$ cat src/rtl/sar_adc_pkg.sv
// sar_adc_pkg: shared states, default parameters and settle clamp for the SAR ADC sequencer
package sar_adc_pkg;
  localparam int WIDTH_DEF = 8;
  localparam int SYNC_STAGES_DEF = 2;
  localparam int DEFAULT_SETTLE_DEF = 4;
  localparam logic [7:0] SETTLE_MIN = 8'(SYNC_STAGES_DEF + 1);
  typedef enum logic [1:0] {IDLE, SETTLE, DECIDE, DONE} state_t;
  // Settle count never drops below the synchronizer depth plus one, so the
  // sampled comparator always reflects the current trial code.
  function automatic logic [7:0] clamp_settle(input logic [7:0] d, input logic [7:0] min_s);
    return d < min_s ? min_s : d;
  endfunction
endpackage

$ cat src/rtl/sar_adc_control_cmp_sync.sv
// cmp_sync: flop-chain synchronizer for asynchronous analog flags
module cmp_sync #(
  parameter int STAGES = 2
) (
  input  logic clk,
  input  logic rst,
  input  logic d,
  output logic q
);
  logic [STAGES-1:0] ff;
  // shift the asynchronous flag through the chain, oldest at the top
  always_ff @(posedge clk) begin
    if (rst) ff <= '0;
    else begin
      ff[0] <= d;
      for (int i = 1; i < STAGES; i++) ff[i] <= ff[i-1];
    end
  end
  assign q = ff[STAGES-1];
endmodule

$ cat src/rtl/sar_adc_control.sv
// sar_adc_control: successive-approximation sequencer driving the R2R DAC as reference ladder
module sar_adc_control
  import sar_adc_pkg::*;
#(
  parameter int WIDTH = WIDTH_DEF,
  parameter int SYNC_STAGES = SYNC_STAGES_DEF,
  parameter int DEFAULT_SETTLE = DEFAULT_SETTLE_DEF
) (
  input  logic             clk,
  input  logic             rst,
  input  logic             start,
  input  logic             continuous,
  input  logic             cmp_in,
  input  logic             load_settle,
  input  logic [7:0]       settle_data,
  output logic [WIDTH-1:0] dac_code,
  output logic             busy,
  output logic             done,
  output logic [WIDTH-1:0] result
);
  localparam int IW = $clog2(WIDTH);
  localparam logic [WIDTH-1:0] ONE = WIDTH'(1);
  localparam logic [WIDTH-1:0] MSB = ONE << (WIDTH - 1);
  localparam logic [7:0] SMIN = 8'(SYNC_STAGES + 1);
  state_t state;
  logic [IW-1:0] bit_idx;
  logic [7:0] cnt;
  logic [7:0] settle_reg;
  logic [7:0] settle_cur;
  logic cmp_s;
  logic [WIDTH-1:0] keep;
  logic [WIDTH-1:0] nxt;
  cmp_sync #(.STAGES(SYNC_STAGES)) u_sync (
    .clk(clk),
    .rst(rst),
    .d(cmp_in),
    .q(cmp_s)
  );
  // trial code after this bit's decision: drop the bit if the input is below, arm the next one
  always_comb begin
    keep = cmp_s ? dac_code : dac_code & ~(ONE << bit_idx);
    nxt = bit_idx != '0 ? keep | (ONE << (bit_idx - 1'b1)) : keep;
  end
  // conversion sequencer; settle_cur freezes the settle count for the running conversion
  always_ff @(posedge clk) begin
    if (rst) begin
      state <= IDLE;
      dac_code <= '0;
      busy <= 1'b0;
      done <= 1'b0;
      result <= '0;
      bit_idx <= '0;
      cnt <= '0;
      settle_reg <= 8'(DEFAULT_SETTLE);
      settle_cur <= 8'(DEFAULT_SETTLE);
    end else begin
      done <= 1'b0;
      if (state == IDLE && load_settle) settle_reg <= clamp_settle(settle_data, SMIN);
      case (state)
        IDLE: if (start) begin
          state <= SETTLE;
          busy <= 1'b1;
          bit_idx <= IW'(WIDTH - 1);
          dac_code <= MSB;
          cnt <= '0;
          settle_cur <= settle_reg;
        end
        SETTLE: begin
          cnt <= cnt + 8'd1;
          if (cnt == settle_cur - 8'd1) state <= DECIDE;
        end
        DECIDE: begin
          dac_code <= nxt;
          cnt <= '0;
          if (bit_idx != '0) begin
            bit_idx <= bit_idx - 1'b1;
            state <= SETTLE;
          end else state <= DONE;
        end
        DONE: begin
          result <= dac_code;
          done <= 1'b1;
          cnt <= '0;
          bit_idx <= IW'(WIDTH - 1);
          settle_cur <= settle_reg;
          state <= continuous ? SETTLE : IDLE;
          busy <= continuous;
          dac_code <= continuous ? MSB : '0;
        end
        default: state <= IDLE;
      endcase
    end
  end
endmodule

$ cat config.mk
export PLATFORM = sky130hd
export DESIGN_NAME = sar_adc_control
export DESIGN_NICKNAME = d
export VERILOG_FILES = /design/src/rtl/sar_adc_pkg.sv /design/src/rtl/sar_adc_control_cmp_sync.sv /design/src/rtl/sar_adc_control.sv
export SDC_FILE = /design/constraint.sdc
export NUM_CORES = 1
export LEC_CHECK = 0
export BUFFER_PORTS_ARGS = -buffer_cell sky130_fd_sc_hd__clkbuf_2
export CAP_MARGIN = 20
export CORE_ASPECT_RATIO = 1.5
export CORE_MARGIN = 3
export CORE_UTILIZATION = 45
export CTS_CLUSTER_SIZE = 24
export DETAILED_ROUTE_END_ITERATION = 10
export HOLD_SLACK_MARGIN = 0.06
export PLACE_DENSITY = 0.75
export SKIP_CTS_REPAIR_TIMING = 1
export SLEW_MARGIN = 20
export SYNTH_ARGS = -nofsm -noshare
export SYNTH_HDL_FRONTEND = slang
export SYNTH_SLANG_ARGS = --single-unit
$ cat constraint.sdc
create_clock -name clk -period 4.4 [get_ports clk]
set_clock_uncertainty 0.15 [all_clocks]
set_input_delay 1.1 -clock clk [delete_from_list [all_inputs] [get_ports clk]]
set_output_delay 1.1 -clock clk [all_outputs]
set_load 0.01 [all_outputs]
==> metrics.yaml, run 1 <==
diodes: 0
fin_tns_setup_ps: 0
cp-start-kind: "register"
irDropWorstVdd_mv: 0.2225
antenna_found_initial: 0
drcViolationCount: 0
gp_congestion: 0.8395
synth_seq_cells: 49
final_hold_viol_count: 0
grt_pass1_wl_um: 8314
synthesis.nets: 310
cts.sinks: 49
pwr-share-clk_pct: 29.3
coreArea_um2: 4887
cts_made_buffers: 5
ios: 32
setup_ws_ps: 1838
pre_cts_slack_ps: 1670
cts_buffer_depth: 2
rsz0062_at_grt: "false"
die_y_um: 93.65
power.density_nw_per_um2: 332.4
ys_warn_count: 0
finalSetupViolations: 0
final-max-slew-violation-count: 0
endpoint_kind: "register"
cap_violations: 0
hold_ws_ps: 292.4
ant_nets: 0
first_iter_violations: 70
grt-ovfl-total: 0
die_x_um: 64.43
cpMaxStageDelayCell: "or4_1"
layout_common_cells: "nand2_1, dfxtp_1, a21oi_1, clkbuf_2, nor2_1"
worstPathRequired_ps: 4440
layout_commonest_cell: "nand2_1"
switching_share_pct: 27.26
wl_um: 4928
netlist_area_um2: 2305
path_clk_slew_ps: 80
dr.pass1.iters: 6
stdcell_area_um2: 2572
port_buffers: 31
drive_above_1_share_pct: 12.82
cts_tree: "done"
viasPerCell: 5.344
hpwl_um: 3657
track_usage_pct: 17.41
intPower_mw: 0.6219
grt_pass1_vias: 1935
synthArstFlopShare_pct: 0
tightestPinTransition_ps: 769.6
status: "completed"
synth_edf_count: 0
die_area_um2: 6034
clock.fmax_ghz: 0.3904
seqPwrFrac_pct: 56.9
power_frac_comb_pct: 13.8
worst-setup-path-type: "register to register"
switchingPower_mw: 0.2331
clockRootBuffer: "clkbuf_8"
initial_core_util_pct: 47.16
postPlaceCellArea_um2: 2489
crit_arrival_ps: 2610
finalCritPeriodShare_pct: 58.22
slowest_delay_ps: 430
cp_max_fo: 5
ys_types: 41
vias: 2020
p_leak_nw: 0.9814
area_growth_pct: 11.62
synth_ff_type: "dfxtp_1"
yosysSeqAreaShare_pct: 42.56
grt_max_degree: 39
fin_crit_ps: 2562
slew_headroom_pct: 48.63
syn_avg_cell_area_um2: 8.030
fin_nets: 334
synth_cells: 287
min_path_type: "register to register"
clk_latency_ps: 300
worstPathCellList: "inv_1 -> ha_1 -> or3b_1 -> or4_1 -> a2111oi_2 -> o211ai_1 -> a32o_1"
drt-wirelength-per-cell_um: 13.04
nFillCells: 490
cts_htree_levels: 2
rows: 31
per-stage QoR:
| step | total power, mW | util [%] | std cells |
|---|---|---|---|
| after floorplan | 0.5824 | - | 287 |
| after global placement | 0.6110 | 50.92 | 370 |
| after detailed placement | 0.6143 | 50.92 | 370 |
| after CTS | 0.8661 | 52.56 | 378 |
| after global routing | 0.9023 | 52.64 | 378 |
| final | 0.8550 | 52.64 | 378 |
synth_stat cells, types with 2 or more instances:
library cell / n / area share (%)
buf_1: 3 / 0.49
o211ai_1: 2 / 0.65
dfxtp_1: 49 / 43
nand2_1: 59 / 9.6
o21ai_0: 4 / 0.87
nand3_1: 7 / 1.5
and3_1: 2 / 0.54
nor3b_1: 6 / 2.0
a211oi_1: 6 / 2.0
o22ai_1: 2 / 0.54
xnor2_1: 11 / 4.2
nor4_1: 2 / 0.54
nor3_1: 5 / 1.1
nor2_1: 24 / 3.9
ha_1: 9 / 4.9
inv_1: 10 / 1.6
and2_1: 5 / 1.4
a21oi_1: 36 / 7.8
xor2_1: 2 / 0.76
nor2b_1: 5 / 1.4
clkbuf_1: 10 / 1.6
or4_1: 2 / 0.65
a32oi_1: 7 / 2.7
nand2b_1: 2 / 0.54
kinds of logic (layout without fill, tap and decap cells):
logic type | after synthesis | in the layout | share of synthesized area (%)
AND/OR/NAND/NOR | 126 | 126 | 25.52
AO/OA/AOI/OAI | 66 | 66 | 18.13
flip-flops | 49 | 49 | 42.56
buffers and inverters | 24 | 49 | 3.963
XOR/XNOR | 13 | 13 | 4.940
adder cells (fa/ha/maj) | 9 | 9 | 4.886
worst paths after layout:
check / from / to / slack [ps] / cells past startpoint
worst max register to register: settle_cur[0]$_SDFFE_PP0P_ / state[0]$_SDFFE_PP0P_ / 1840 / 7
worst min register to register: u_sync.ff[0]$_SDFF_PP0_ / u_sync.ff[1]$_SDFF_PP0_ / 290 / 1
worst max-delay path: settle_cur[0]$_SDFFE_PP0P_ / state[0]$_SDFFE_PP0P_ / 1840 / 7
worst min-delay path: u_sync.ff[0]$_SDFF_PP0_ / u_sync.ff[1]$_SDFF_PP0_ / 290 / 1
worst max-delay path: cells and delay by family, from the launching register on:
| kind | cells | cell delay (ps) |
|---|---|---|
| AOI/OAI and AO/OA | 3 | 850 |
| adders and majority gates | 1 | 200 |
| and+or+nand+nor | 2 | 830 |
| DFF | 1 | 350 |
| buffers and inverters | 1 | 70 |
cell type report:
| class | instances | area (um^2) | area share [%] |
|---|---|---|---|
| Clock buffer | 8 | 80.08 | 3.113 |
| Inverter | 10 | 37.54 | 1.459 |
| Tap cell | 66 | 82.58 | 3.210 |
| Multi-Input combinational cell | 214 | 1236 | 48.05 |
| Sequential cell | 49 | 980.9 | 38.13 |
| Timing Repair Buffer | 31 | 155.1 | 6.031 |
per-layer routing:
layer | global-route usage, % | vias to the layer above | routed length, um
met2 | 30.86 | 31 | 2652
li1 | - | 1041 | -
met3 | 3.832 | 11 | 162
met1 | 19.14 | 937 | 2002
met5 | 0 | - | 0
met4 | 8.995 | 0 | 110
power by group through the flow:
stage                     clock [mW]  sequential (mW)  combinational, mW
after global placement             0            0.496              0.115
after CTS                      0.262            0.486              0.119
after detailed placement           0            0.496              0.118
after global routing           0.277            0.490              0.136
final                          0.251            0.486              0.118
after floorplan                    0            0.485             0.0978
Power figures use the tool's default switching activity.
==> inputs of run 2 (changes only) <==
Clock period 4.4 ns to 2.65 ns, I/O delays scaled along.
==> run 2 against run 1 <==
Final area rose by 1.4%. Cell count rose by 0.79%. Via count rose by 1.1%. Utilization rose by 0.72 points. Clock power rose by 83%. Critical path depth did not move. Power rose by 72%.
==> metrics.yaml, run 2 (same netlist as run 1, synthesis figures left out) <==
status: "completed"  # unchanged
track_usage_pct: 17.92  # was 17.41%
pwr-share-clk_pct: 31.2  # was 29.3%
switchingPower_mw: 0.4067  # was 0.2331 mW
cts_buffer_depth: 2  # unchanged
wl_met1_um: 2072  # was 2002 um
finalSetupViolations: 0  # unchanged
drcViolationCount: 0  # unchanged
wl_um: 5051  # was 4928 um
initial_core_util_pct: 47.16  # unchanged
fin_nets: 337  # was 334
grt_max_degree: 23  # was 39
final-max-slew-violation-count: 0  # unchanged
vias: 2042  # was 2020
first_iter_violations: 111  # was 70
power.density_nw_per_um2: 563.2  # was 332.4 nW/um^2
stdcell_area_um2: 2608  # was 2572 um^2
rows: 31  # unchanged
cts_htree_levels: 2  # unchanged
route.met3.wl_um: 165  # was 162 um
cts_made_buffers: 5  # unchanged
area_growth_pct: 13.14  # was 11.62%
tightestPinTransition_ps: 630.9  # was 769.6 ps
multiInputGateArea_um2: 1232  # was 1236 um^2
irDropWorstVdd_mv: 0.4744  # was 0.2225 mV
final_hold_viol_count: 0  # unchanged
min_path_type: "register to register"  # unchanged
slew_headroom_pct: 57.94  # was 48.63%
clock.fmax_ghz: 0.4022  # was 0.3904 GHz
die_y_um: 93.65  # unchanged
clk_latency_ps: 300  # about the same
clockRootBuffer: "clkbuf_8"  # unchanged
cpMaxStageDelayCell: "or4_1"  # unchanged
cts.sinks: 49  # unchanged
worst-setup-path-type: "register to register"  # unchanged
whs_path_depth: 1  # unchanged
postPlaceCellArea_um2: 2511  # was 2489 um^2
intPower_mw: 1.062  # was 0.6219 mW
grt_pass1_vias: 1963  # was 1935
wl_met2_um: 2700  # was 2652 um
ff2ff_path_depth: 7  # unchanged
worstPathRequired_ps: 2710  # was 4440 ps
crit_arrival_ps: 2540  # was 2610 ps
gp_congestion: 0.8783  # was 0.8395
antenna_found_initial: 0  # unchanged
path_clk_slew_ps: 100  # was 80 ps
fin_crit_ps: 2486  # was 2562 ps
finalCritPeriodShare_pct: 93.82  # was 58.22%
routed.top_layer: "met4"  # unchanged
worstPathCellList: "inv_1 -> ha_1 -> or3b_1 -> or4_1 -> a2111oi_2 -> o211ai_1 -> a32o_1"  # unchanged
hold_ws_ps: 299.5  # was 292.4 ps
ant_nets: 0  # unchanged
ios: 32  # unchanged
slowest_delay_ps: 450  # was 430 ps
p_leak_nw: 1.007  # was 0.9814 nW
layout_common_cells: "nand2_1, dfxtp_1, a21oi_1, clkbuf_2, nor2_1"  # unchanged
seqPwrFrac_pct: 54.3  # was 56.9%
grt-ovfl-total: 0  # unchanged
drive_above_1_share_pct: 14.29  # was 12.82%
switching_share_pct: 27.69  # was 27.26%
grt_pass1_wl_um: 8714  # was 8314 um
port_buffers: 31  # unchanged
power_frac_comb_pct: 14.4  # was 13.8%
drt-wirelength-per-cell_um: 13.26  # was 13.04 um
diodes: 0  # unchanged
coreArea_um2: 4887  # unchanged
hpwl_um: 3761  # was 3657 um
seqCellArea_um2: 980.9  # unchanged
cp_max_fo: 5  # unchanged
viasPerCell: 5.360  # was 5.344
cp-start-kind: "register"  # unchanged
die_x_um: 64.43  # unchanged
cts_tree: "done"  # unchanged
die_area_um2: 6034  # unchanged
fin_tns_setup_ps: 0  # unchanged
dr.pass1.iters: 4  # was 6
rsz0062_at_grt: "false"  # unchanged
endpoint_kind: "register"  # unchanged
nFillCells: 505  # was 490
cap_violations: 0  # unchanged
layout_commonest_cell: "nand2_1"  # unchanged
## run 2: worst max-delay path: cells and delay by family, from the launching register on
family          cells  cell delay (ps)
simple gates        2              840
compound gates      3              770
flops               1              360
fa+ha+maj           1              200
buf+inv             1               70
## run 2: path summary, 6_finish.rpt
kind | startpoint | endpoint | slack (ps)
hold / removal | u_sync.ff[0]$_SDFF_PP0_ | u_sync.ff[1]$_SDFF_PP0_ | 300
hold reg to reg | u_sync.ff[0]$_SDFF_PP0_ | u_sync.ff[1]$_SDFF_PP0_ | 300
setup reg to reg | settle_cur[0]$_SDFFE_PP0P_ | state[0]$_SDFFE_PP0P_ | 160
setup / recovery | settle_cur[0]$_SDFFE_PP0P_ | state[0]$_SDFFE_PP0P_ | 160
## run 2: area by class of cell
type,instances,area share (%)
Clock buffer,6,3.167
Inverter,10,1.440
Timing Repair Buffer,34,6.814
Tap cell,66,3.167
Sequential cell,49,37.62
Multi-Input combinational cell,214,47.26
Clock inverter,2,0.5278
## run 2: routing by layer
layer  track usage [%]  vias to the layer above
li1                  -                     1055
met1             21.05                      941
met2             31.64                       36
met3             3.473                       10
met4             7.055                        0
met5                 0                        -
## run 2: power by group through the flow
stage                     Sequential (mW)  Clock (mW)  Combinational [mW]
after floorplan                     0.805           0               0.162
after global placement              0.813           0               0.207
after global routing                0.803       0.496               0.244
after detailed placement            0.814           0               0.211
after CTS                           0.797       0.469               0.213
final                               0.798       0.459               0.212
## run 2: through the flow
step	total power, mW	setup slack (ps)	instances	util (%)
after floorplan	0.9670	264.9	287	-
after global placement	1.020	203.3	373	51.38
after detailed placement	1.025	113.6	373	51.38
after CTS	1.479	102.5	381	53.35
after global routing	1.542	27.98	381	53.35
final	1.469	163.8	381	53.35
==> inputs of run 3 (changes only) <==
Settings changed: PLACE_DENSITY 0.75 to default, PLACE_DENSITY_LB_ADDON from default to 0.15.
==> run 3 against run 2 <==
Via count unchanged. Count of clock-buffer cells in the layout increased by 1. Combinational power increased by 2%. Critical path depth unchanged. Largest power group unchanged. Sequential share of layout area increased by 0.072 points. Die area unchanged. Register-to-register slack got worse by 20 ps.
==> metrics.yaml, run 3 (same netlist as run 1, synthesis figures left out) <==
cts_htree_levels: 2  # unchanged
layout_common_cells: "nand2_1, dfxtp_1, a21oi_1, clkbuf_2, nor2_1"  # unchanged
grt-ovfl-total: 0  # unchanged
worstPathRequired_ps: 2700  # was 2710 ps
utilization_pct: 53.25  # was 53.35%
hpwl_um: 3794  # was 3761 um
drt-wirelength-per-cell_um: 13.31  # was 13.26 um
nFillCells: 503  # was 505
first_iter_violations: 96  # was 111
antenna_found_initial: 0  # unchanged
finalSetupViolations: 0  # unchanged
tightestPinTransition_ps: 665.0  # was 630.9 ps
clk_latency_ps: 300  # about the same
layout_commonest_cell: "nand2_1"  # unchanged
die_x_um: 64.43  # unchanged
port_buffers: 31  # unchanged
finalCritPeriodShare_pct: 94.74  # was 93.82%
fin_tns_setup_ps: 0  # unchanged
coreArea_um2: 4887  # unchanged
cp_max_fo: 5  # unchanged
gp_congestion: 0.9076  # was 0.8783
rsz0062_at_grt: "false"  # unchanged
grt_max_degree: 38  # was 23
diodes: 0  # unchanged
drive_above_1_share_pct: 14.33  # was 14.29%
wl_um: 5059  # was 5051 um
cp-start-kind: "register"  # unchanged
cap_violations: 0  # unchanged
crit_arrival_ps: 2560  # was 2540 ps
status: "completed"  # unchanged
fin_crit_ps: 2511  # was 2486 ps
cts_made_buffers: 5  # unchanged
fin_nets: 337  # unchanged
irDropWorstVdd_mv: 0.3207  # was 0.4744 mV
path_clk_slew_ps: 80  # was 100 ps
multiInputGateArea_um2: 1237  # was 1232 um^2
power.density_nw_per_um2: 556.0  # was 563.2 nW/um^2
clock.fmax_ghz: 0.3983  # was 0.4022 GHz
min_path_type: "register to register"  # unchanged
cts_buffer_depth: 2  # unchanged
die_y_um: 93.65  # unchanged
die_area_um2: 6034  # unchanged
rows: 31  # unchanged
area_growth_pct: 12.92  # was 13.14%
cts_tree: "done"  # unchanged
dr.pass1.iters: 4  # unchanged
final_hold_viol_count: 0  # unchanged
ios: 32  # unchanged
worst-setup-path-type: "register to register"  # unchanged
grt_pass1_vias: 1907  # was 1963
grt_pass1_wl_um: 8507  # was 8714 um
slew_headroom_pct: 55.67  # was 57.94%
initial_core_util_pct: 47.16  # unchanged
p_leak_nw: 0.9990  # was 1.007 nW
seqCellArea_um2: 980.9  # unchanged
endpoint_kind: "register"  # unchanged
ant_nets: 0  # unchanged
drcViolationCount: 0  # unchanged
vias: 2042  # unchanged
cts.sinks: 49  # unchanged
track_usage_pct: 17.85  # was 17.92%
final-max-slew-violation-count: 0  # unchanged
viasPerCell: 5.374  # was 5.360
clockRootBuffer: "clkbuf_8"  # unchanged
[run 3: area by class of cell]
cell class | count | area share, %
sequential | 49 | 37.69
tap | 66 | 3.173
multi-input combinational | 214 | 47.55
clock buffer | 7 | 3.317
inverter | 10 | 1.442
timing repair buffer | 34 | 6.827
[run 3: power breakdown]
| part | switching (mW) | leakage (nW) | internal [mW] |
|---|---|---|---|
| Clock | 0.226 | 0.0443 | 0.207 |
| Sequential | 0.0301 | 0.399 | 0.767 |
| Combinational | 0.131 | 0.556 | 0.0857 |
| Total | 0.387 | 0.999 | 1.06 |
[run 3: path summary, 6_finish.rpt]
path	startpoint	endpoint	slack, ps	depth (start not counted)
min	u_sync.ff[0]$_SDFF_PP0_	u_sync.ff[1]$_SDFF_PP0_	290	1
max	settle_cur[0]$_SDFFE_PP0P_	state[0]$_SDFFE_PP0P_	140	7
min reg2reg	u_sync.ff[0]$_SDFF_PP0_	u_sync.ff[1]$_SDFF_PP0_	290	1
max reg2reg	settle_cur[0]$_SDFFE_PP0P_	state[0]$_SDFFE_PP0P_	140	7
[run 3: through the flow]
step                      total power, mW  instances  setup slack [ps]  hold slack, ps  cell area (um^2)
final                               1.447        380             139.4           291.9              2603
after global routing                1.526        380             12.08           318.6              2603
after CTS                           1.466        380             130.6           294.4              2597
after detailed placement            1.029        373             146.2           275.1              2511
after global placement              1.028        373             187.0           269.2              2511
after floorplan                    0.9670        287             264.9           263.8              2305
[run 3: critical path: stages (launching register included)]
cell	delay (ps)
dfxtp_1	350
inv_1	70
ha_2	200
or3b_4	390
or4_1	420
a2111oi_2	360
o211ai_1	180
a32o_1	290
[run 3: metal layers]
metal / GRT usage (%) / vias to the layer above / part of all wire (%)
li1: - / 1041 / -
met1: 18.59 / 952 / 40
met2: 34.31 / 37 / 55
met3: 2.754 / 12 / 2.6
met4: 7.937 / 0 / 2.4
met5: 0 / - / 0
